## src/rtl/collision_scan.sv

```systemverilog
// collision_scan
//   Tests one frog box against NUM_OBJ object boxes, one object per clock,
//   once per frame tick. Reports the lowest-index overlapping object and a
//   collision flag that only asserts after HIT_FRAMES consecutive hit frames.
//
//   Pipeline: p0 = snapshot of all coordinates taken on the accepted tick,
//             p1 = registered hit result of the object tested last cycle,
//             which is folded into the per-frame hit state on the next edge.
//
// Ports
//   clk_in, reset_in          clock, asynchronous active-high reset
//   enable_in                 game-running qualifier; low aborts scan, clears flag
//   frame_tick_in             one-cycle pulse starting a scan
//   frogL/R, frogT/B          frog box edges
//   objL_in/R_in/T_in/B_in    packed object edges, object i at [i*W +: W]
//   obj_valid_in              per-object enable
//   collision_o               debounced collision flag
//   hit_idx_o                 lowest hit object index of the last hit frame
//   done_o                    one-cycle pulse at scan completion
//   busy_o                    high while scanning or in the done cycle
//   overrun_o                 one-cycle pulse for a tick that arrives while busy
module collision_scan #(
  parameter int NUM_OBJ    = 8,
  parameter int XW         = 10,
  parameter int YW         = 9,
  parameter int HIT_FRAMES = 1,
  parameter int INCLUSIVE  = 0
) (
  input  logic                  clk_in,
  input  logic                  reset_in,
  input  logic                  enable_in,
  input  logic                  frame_tick_in,
  input  logic [XW-1:0]         frogL,
  input  logic [XW-1:0]         frogR,
  input  logic [YW-1:0]         frogT,
  input  logic [YW-1:0]         frogB,
  input  logic [NUM_OBJ*XW-1:0] objL_in,
  input  logic [NUM_OBJ*XW-1:0] objR_in,
  input  logic [NUM_OBJ*YW-1:0] objT_in,
  input  logic [NUM_OBJ*YW-1:0] objB_in,
  input  logic [NUM_OBJ-1:0]    obj_valid_in,
  output logic                  collision_o,
  output logic [3:0]            hit_idx_o,
  output logic                  done_o,
  output logic                  busy_o,
  output logic                  overrun_o
);

  localparam int         MAXO = 16;
  localparam logic [4:0] NOBJ = 5'(NUM_OBJ);
  localparam logic [3:0] HF   = 4'(HIT_FRAMES);

  typedef enum logic [1:0] {IDLE, SCAN, DONE} state_t;

  // Edge test; all comparisons unsigned at coordinate width.
  function automatic logic box_hit(input logic [XW-1:0] fl, input logic [XW-1:0] fr,
                                   input logic [XW-1:0] ol, input logic [XW-1:0] orr,
                                   input logic [YW-1:0] ft, input logic [YW-1:0] fb,
                                   input logic [YW-1:0] ot, input logic [YW-1:0] ob);
    if (INCLUSIVE != 0)
      return (fr >= ol) && (fl <= orr) && (fb >= ot) && (ft <= ob);
    else
      return (fr > ol) && (fl < orr) && (fb > ot) && (ft < ob);
  endfunction

  function automatic logic [3:0] sat_inc(input logic [3:0] c);
    return (c >= HF) ? HF : c + 4'd1;
  endfunction

  // Objects are unpacked into fixed 16-entry arrays so a 4-bit index always
  // fits; entries beyond NUM_OBJ are tied off and never marked valid.
  logic [XW-1:0]   obj_l_w [MAXO];
  logic [XW-1:0]   obj_r_w [MAXO];
  logic [YW-1:0]   obj_t_w [MAXO];
  logic [YW-1:0]   obj_b_w [MAXO];
  logic [MAXO-1:0] obj_vld_w;

  for (genvar g = 0; g < MAXO; g++) begin : g_unpack
    if (g < NUM_OBJ) begin : g_live
      assign obj_l_w[g]   = objL_in[g*XW +: XW];
      assign obj_r_w[g]   = objR_in[g*XW +: XW];
      assign obj_t_w[g]   = objT_in[g*YW +: YW];
      assign obj_b_w[g]   = objB_in[g*YW +: YW];
      assign obj_vld_w[g] = obj_valid_in[g];
    end else begin : g_pad
      assign obj_l_w[g]   = '0;
      assign obj_r_w[g]   = '0;
      assign obj_t_w[g]   = '0;
      assign obj_b_w[g]   = '0;
      assign obj_vld_w[g] = 1'b0;
    end
  end

  state_t          state;
  logic [4:0]      idx;
  logic            frame_hit;
  logic [3:0]      hit_idx_tmp;
  logic [3:0]      cnt;

  logic [XW-1:0]   frog_l_p0, frog_r_p0;
  logic [YW-1:0]   frog_t_p0, frog_b_p0;
  logic [XW-1:0]   obj_l_p0 [MAXO];
  logic [XW-1:0]   obj_r_p0 [MAXO];
  logic [YW-1:0]   obj_t_p0 [MAXO];
  logic [YW-1:0]   obj_b_p0 [MAXO];
  logic [MAXO-1:0] obj_vld_p0;

  logic            hit_p1;
  logic            vld_p1;
  logic [3:0]      idx_p1;

  logic [3:0]      sel;
  logic            hit_now;
  logic            fh_next;
  logic [3:0]      tmp_next;
  logic [3:0]      cnt_next;

  // Stage p0 -> p1: test the snapshot object addressed by idx.
  always_comb begin
    sel      = idx[3:0];
    hit_now  = obj_vld_p0[sel] &&
               box_hit(frog_l_p0, frog_r_p0, obj_l_p0[sel], obj_r_p0[sel],
                       frog_t_p0, frog_b_p0, obj_t_p0[sel], obj_b_p0[sel]);
    // Stage p1 -> frame state: first hit of the frame wins.
    fh_next  = frame_hit | (vld_p1 & hit_p1);
    tmp_next = frame_hit ? hit_idx_tmp : idx_p1;
    cnt_next = fh_next ? sat_inc(cnt) : 4'd0;
  end

  always_ff @(posedge clk_in or posedge reset_in) begin
    if (reset_in) begin
      state       <= IDLE;
      idx         <= '0;
      frame_hit   <= 1'b0;
      hit_idx_tmp <= '0;
      cnt         <= '0;
      collision_o <= 1'b0;
      hit_idx_o   <= '0;
      done_o      <= 1'b0;
      busy_o      <= 1'b0;
      overrun_o   <= 1'b0;
      frog_l_p0   <= '0;
      frog_r_p0   <= '0;
      frog_t_p0   <= '0;
      frog_b_p0   <= '0;
      obj_vld_p0  <= '0;
      for (int i = 0; i < MAXO; i++) begin
        obj_l_p0[i] <= '0;
        obj_r_p0[i] <= '0;
        obj_t_p0[i] <= '0;
        obj_b_p0[i] <= '0;
      end
      hit_p1      <= 1'b0;
      vld_p1      <= 1'b0;
      idx_p1      <= '0;
    end else begin
      done_o    <= 1'b0;
      overrun_o <= 1'b0;
      if (!enable_in) begin
        state       <= IDLE;
        busy_o      <= 1'b0;
        cnt         <= '0;
        collision_o <= 1'b0;
        vld_p1      <= 1'b0;
      end else begin
        overrun_o <= frame_tick_in && (state != IDLE);
        case (state)
          IDLE: begin
            if (frame_tick_in) begin
              frog_l_p0  <= frogL;
              frog_r_p0  <= frogR;
              frog_t_p0  <= frogT;
              frog_b_p0  <= frogB;
              obj_vld_p0 <= obj_vld_w;
              for (int i = 0; i < MAXO; i++) begin
                obj_l_p0[i] <= obj_l_w[i];
                obj_r_p0[i] <= obj_r_w[i];
                obj_t_p0[i] <= obj_t_w[i];
                obj_b_p0[i] <= obj_b_w[i];
              end
              idx       <= '0;
              frame_hit <= 1'b0;
              vld_p1    <= 1'b0;
              state     <= SCAN;
              busy_o    <= 1'b1;
            end
          end
          SCAN: begin
            frame_hit <= fh_next;
            if (fh_next) hit_idx_tmp <= tmp_next;
            if (idx < NOBJ) begin
              hit_p1 <= hit_now;
              idx_p1 <= sel;
              vld_p1 <= 1'b1;
              idx    <= idx + 5'd1;
            end else begin
              // Last object's result has drained from p1; close the frame.
              vld_p1      <= 1'b0;
              state       <= DONE;
              done_o      <= 1'b1;
              cnt         <= cnt_next;
              collision_o <= (cnt_next == HF);
              if (fh_next) hit_idx_o <= tmp_next;
            end
          end
          DONE: begin
            state  <= IDLE;
            busy_o <= 1'b0;
          end
          default: begin
            state  <= IDLE;
            busy_o <= 1'b0;
          end
        endcase
      end
    end
  end

endmodule

```

## config.mk

```make
export PLATFORM = sky130hd
export DESIGN_NAME = collision_scan
export DESIGN_NICKNAME = d
export VERILOG_FILES = /design/src/rtl/collision_scan.sv
export SDC_FILE = /design/constraint.sdc
export NUM_CORES = 1
export LEC_CHECK = 0
export ABC_AREA = 1
export CAP_MARGIN = 40
export CELL_PAD_IN_SITES_DETAIL_PLACEMENT = 1
export CELL_PAD_IN_SITES_GLOBAL_PLACEMENT = 2
export CORE_AREA = 2 2 224 226
export CTS_CLUSTER_DIAMETER = 50
export DETAILED_ROUTE_END_ITERATION = 10
export DIE_AREA = 0 0 226 228
export DONT_BUFFER_PORTS = 1
export GPL_ROUTABILITY_DRIVEN = 0
export PLACE_DENSITY_LB_ADDON = 0.1
export SYNTH_ARGS = -nofsm -noshare
export SYNTH_HDL_FRONTEND = slang
export SYNTH_SLANG_ARGS = --single-unit
export TNS_END_PERCENT = 5
```

## constraint.sdc

```tcl
create_clock -name clk_in -period 14.55 [get_ports clk_in]
set_clock_uncertainty 0.2 [all_clocks]
set_input_delay 2.91 -clock clk_in [delete_from_list [all_inputs] [get_ports clk_in]]
set_output_delay 2.91 -clock clk_in [all_outputs]
set_load 0.02 [all_outputs]
```

* Yosys cells after proc, flatten, opt, wreduce, memory -nomap -nowiden *
Cells that the tools add are included.
Widths: inputs -> output; s select.

operators by class
  multiplexer cells = 42
  add/sub/neg operators = 2
  $lt $le $gt $ge = 8
  equality and inequality tests = 10
  bitwise operators = 4
  reductions and logical operators = 18

operator list
  operator             number
  $bmux 10 s4          2
  $bmux 9 s4           2
  $mux 10              4
  $mux 9               4
  $mux 4               6
  $mux 1               13
  $reduce_and 3->1     4
  $gt 10x10->1         1
  $lt 10x10->1         1
  $mux 5               2
  $pmux 5 s2           1
  $gt 9x9->1           1
  $lt 9x9->1           1
  $ne 2x2->1 const B   4
  $reduce_and 2->1     4
  $reduce_and 4->1     2
  $mux 2               3
  $ne 3x3->1 const B   2
  $pmux 1 s2           3
  $add 5x1->5 const B  1
  $ge 5x5->1 const B   1
  $logic_and 1x1->1    5
  $lt 4x5->1 const B   1
  $lt 5x4->1 const B   1
  other kinds (14)     15

word-level totals
  flip-flop bits (word level) = 380
  output and inout bits = 8

* Longest topological paths before layout *
  word-level depth = 9
  mapped depth = 19

* Worst setup path before layout *
Ideal clock, no wire load.

  path type = input -> register
  from = in frame_tick_in
  to = reg frog_b_p0[8]
  data arrival time = 3.660 ns
  stages = 7
  library setup time = 0.116 ns
  setup slack = 10.573 ns
  path through = nand2_1 -> nor3_2 -> inv_2 -> clkbuf_1 -> buf_2 -> nand2_1 -> nand2_1

on the way
  cells in the longest elaborated chain, start to end = 1

ends and longest elaborated chain
  what                               line  text
  start: declaration                 32    input logic frame_tick_in,
  $reduce_and 3->1 (no source line)  -
  end signal: assignment             173   frog_b_p0 <= frogB;
  end: declaration                   101   logic [YW-1:0] frog_t_p0, frog_b_p0;

Every way passes these cells.
A chain may end at the register's enable or synchronous reset.

* Worst setup path after layout *
  from = in frame_tick_in
  to = reg obj_b_p0[130] in the netlist's numbering

on the way
  cells in the longest elaborated chain, start to end = 1

ends and longest elaborated chain
  what                               line  text
  $reduce_and 3->1 (no source line)  -
  end signal: indexed assignment     179   obj_b_p0[i] <= obj_b_w[i];
  end: declaration                   105   logic [YW-1:0] obj_b_p0 [MAXO];

Every way passes these cells.

==> reports/qor.txt <==
Worst path depth: 7
hold_buf cts: 0
setup ws final: 9.06 ns
# setup viols final: 0
die area: 51,500 µm²
Synthesis Warnings: 0
sequential area share after synthesis: 52.9%
slowest stage delay, CP: 0.71 ns
CP Cell Sequence: nand2_1 -> nor3_4 -> buf_4 -> buf_16 -> buf_12 -> buf_4 -> o21ai_0
Worst-Margin Slew: 1.06 ns
Vias/cell: 5.01
post_cts resized: 0
outcome: complete, no violations
max-slew violation count: 0
num rows: 82
post-synthesis simple-gate area fraction: 26.1%
DR iter-0 viols: 848
Worst R2R Start: idx[1]
PwrDens: 188 nW/µm²
peak supply drop: 96.1 µV
Die W: 226 µm
minimum clock period: 5.49 ns
Compound-Gate Fraction of Synth Area: 11.6%
GRT Residual Overflow: 0
Commonest cells post-synth: 1,049 x nand2_1, 380 x dfrtp_1, 183 x o21ai_0
CP max-delay cell: buf_4
Avg WL per Cell: 20.6 µm
LEAKAGE: 10.0 nW
Syn Inst Count: 2,254
via count: 14,600
Reg-to-Reg End: hit_p1
reg2reg path depth: 14
Max-slew headroom: 29.2%
All-Layer GR Usage: 23.4%
P&R area growth vs syn: 12.7%
FF+latch count, synth: 380
antenna-violating nets left: 0
worst hold path class: reg2reg
count of input and output buffers: 0
arrival time at the worst endpoint: 5.71 ns
post-synthesis async set-or-reset flop share: 100%
global-route wire length before repair: 92,100 µm
Critical Path Start Type: input port
starting density of the core: 36.4%
Worst path most repeated cell: buf_4
xor and xnor area share after synthesis: 0.0488%
R2R Setup Slk: 10.37 ns
clock slew at reported path FFs: 0.06 ns
number of global-route vias before repair: 15,500
critical path capture point: obj_b_p0[130]
Core Box Area: 49,300 µm²
Die H: 228 µm
Yosys cell types: 35
Primary FF master, synth: dfrtp_1
Sink Count: 380
dpl hpwl: 41,100 µm
CTS tree: yes
setup TNS: 0 ns
Critical Path Start: frame_tick_in
Worst Min Path Start: obj_l_p0[132]
syn_area_per_cell: 7.97 µm²
Ports: 362
top-count cell post-synth: nand2_1
unrepaired setup endpoints after global routing: no
Synth Area in Adders: 2.79%
maximum clock path buffer count: 3
Max H-tree Level: 2
share of post-route cells with drive strength above 1: 5.57%
Worst Path Max Fanout: 232
Synth area leader: dfrtp_1
Syn Nets: 2,648
top-area cell type share of the netlist area: 52.9%
Setup Buffers After CTS: 0
root buffer cell: clkbuf_16
# DRC: 0
worst path required time: 14.77 ns
CP Buf/Inv Count: 4
family with the most delay on the worst path: buffers and inverters
Hold Violations, Final: 0
overall routed net length: 60,000 µm
initial antenna violation count: 22
CTS buffer count: 51
Nets: 2,582
Syn Std Cell Area: 18,000 µm²
WHS Path Cells: 2
Skew-Pair Late Insertion Delay: 0.58 ns
CP endpoint kind: flip-flop
Highest Clock Rate: 182 MHz
max cap viols: 0
EDFF count, synth: 0
largest family of logic cells by synthesized area: simple AND/OR/NAND/NOR gates
DRT Pass-1 Iters: 4
main area contributors after synthesis: dfrtp_1 53%, nand2_1 22%, o21ai_0 5.1%
crit path kind: in2reg
Tcrit/Tclk final: 37.7%
pre-CTS setup slack: 8.09 ns
multiplexer area fraction after synthesis: 0.251%
largest net degree at the start of global routing: 233
[metrics by stage]
step	area [µm²]	std cells	util [%]	power, mW	hold WS [ns]
after floorplan	18000	2254	-	2.16	0.237
after global routing	20200	2905	41.0	4.09	0.285
after global placement	18200	2798	36.9	2.47	0.249
final	20200	2908	41.0	3.81	0.262
after detailed placement	18400	2806	37.3	2.53	0.253
after CTS	20200	2897	40.9	3.87	0.268
[routing by layer]
layer  up-vias  global-route usage, %  share of wire [%]
li1       7063                      -                  -
met1      7122                   31.9                 45
met2       293                   36.4                 45
met3        83                   7.08                7.2
met4        18                   5.69                1.9
met5         -                      0               0.19
[state kept, by name, summed over array words and instances (netlist names), 2 cells and up]
signal,flops
idx,5
state,2
hit_idx_o,4
cnt,4
obj_t_p0,72
frog_r_p0,10
hit_idx_tmp,4
obj_b_p0,72
frog_b_p0,9
frog_l_p0,10
frog_t_p0,9
obj_vld_p0,8
obj_r_p0,80
obj_l_p0,80
idx_p1,4
[power by group]
part	internal [mW]	total, mW	switching (mW)	leakage [nW]
clock	0.824	1.31	0.490	0.852
sequential	1.30	1.45	0.159	4.74
combinational	0.356	1.04	0.687	4.43
total	2.48	3.81	1.34	10.0
[worst register-to-register path, stage by stage (launching register included)]
cell,delay [ns]
dfrtp_4,0.89
buf_4,0.75
o21ai_0,0.27
o21ai_0,0.51
o211ai_1,0.16
ha_1,0.32
nand2_1,0.09
nor3_1,0.23
nand2_1,0.14
nand2_1,0.11
nor2_1,0.06
nand2_1,0.06
nor2_1,0.05
nand4_1,0.16
nand2_1,0.07
[placed cells by master, fill, tap and decap left out, drive strengths merged, types with 10 or more instances in the layout]
master  synthesis  layout
diode           0      10
o221ai         12      12
nand2        1052    1052
o21ai         217     217
a21oi          53      53
dfrtp         380     380
o22ai          21      21
clkbuf         52      71
inv            98      99
nor2          115     115
nand3          46      46
ha             40      40
o211ai         57      57
buf            89      22
[cell families (layout without fill, tap and decap cells)]
family,Yosys count,count (layout)
simple gates,1221,1221
flops,380,380
compound gates,369,369
buf+inv,239,211
fa+ha+maj,40,40
mux,4,4
xor+xnor,1,1
other cells,0,10
[layout make-up]
class,instances,area [µm²]
Fill cell,5849,29100
Multi-Input combinational cell,1635,7340
Inverter,98,385
Clock buffer,71,1460
Tap cell,672,841
Clock inverter,20,300
Antenna cell,10,25.0
Sequential cell,380,9520
Timing Repair Buffer,22,363
[how the worst min path moves through the flow]
stage | slack [ns] | end
after floorplan | 0.24 | obj_b_p0[100]
after global placement | 0.25 | obj_b_p0[102]
after detailed placement | 0.25 | obj_t_p0[123]
after CTS | 0.27 | obj_t_p0[123]
after global routing | 0.29 | obj_b_p0[120]
final | 0.26 | obj_l_p0[132]
No activity file was read; power rests on OpenSTA's default activity.
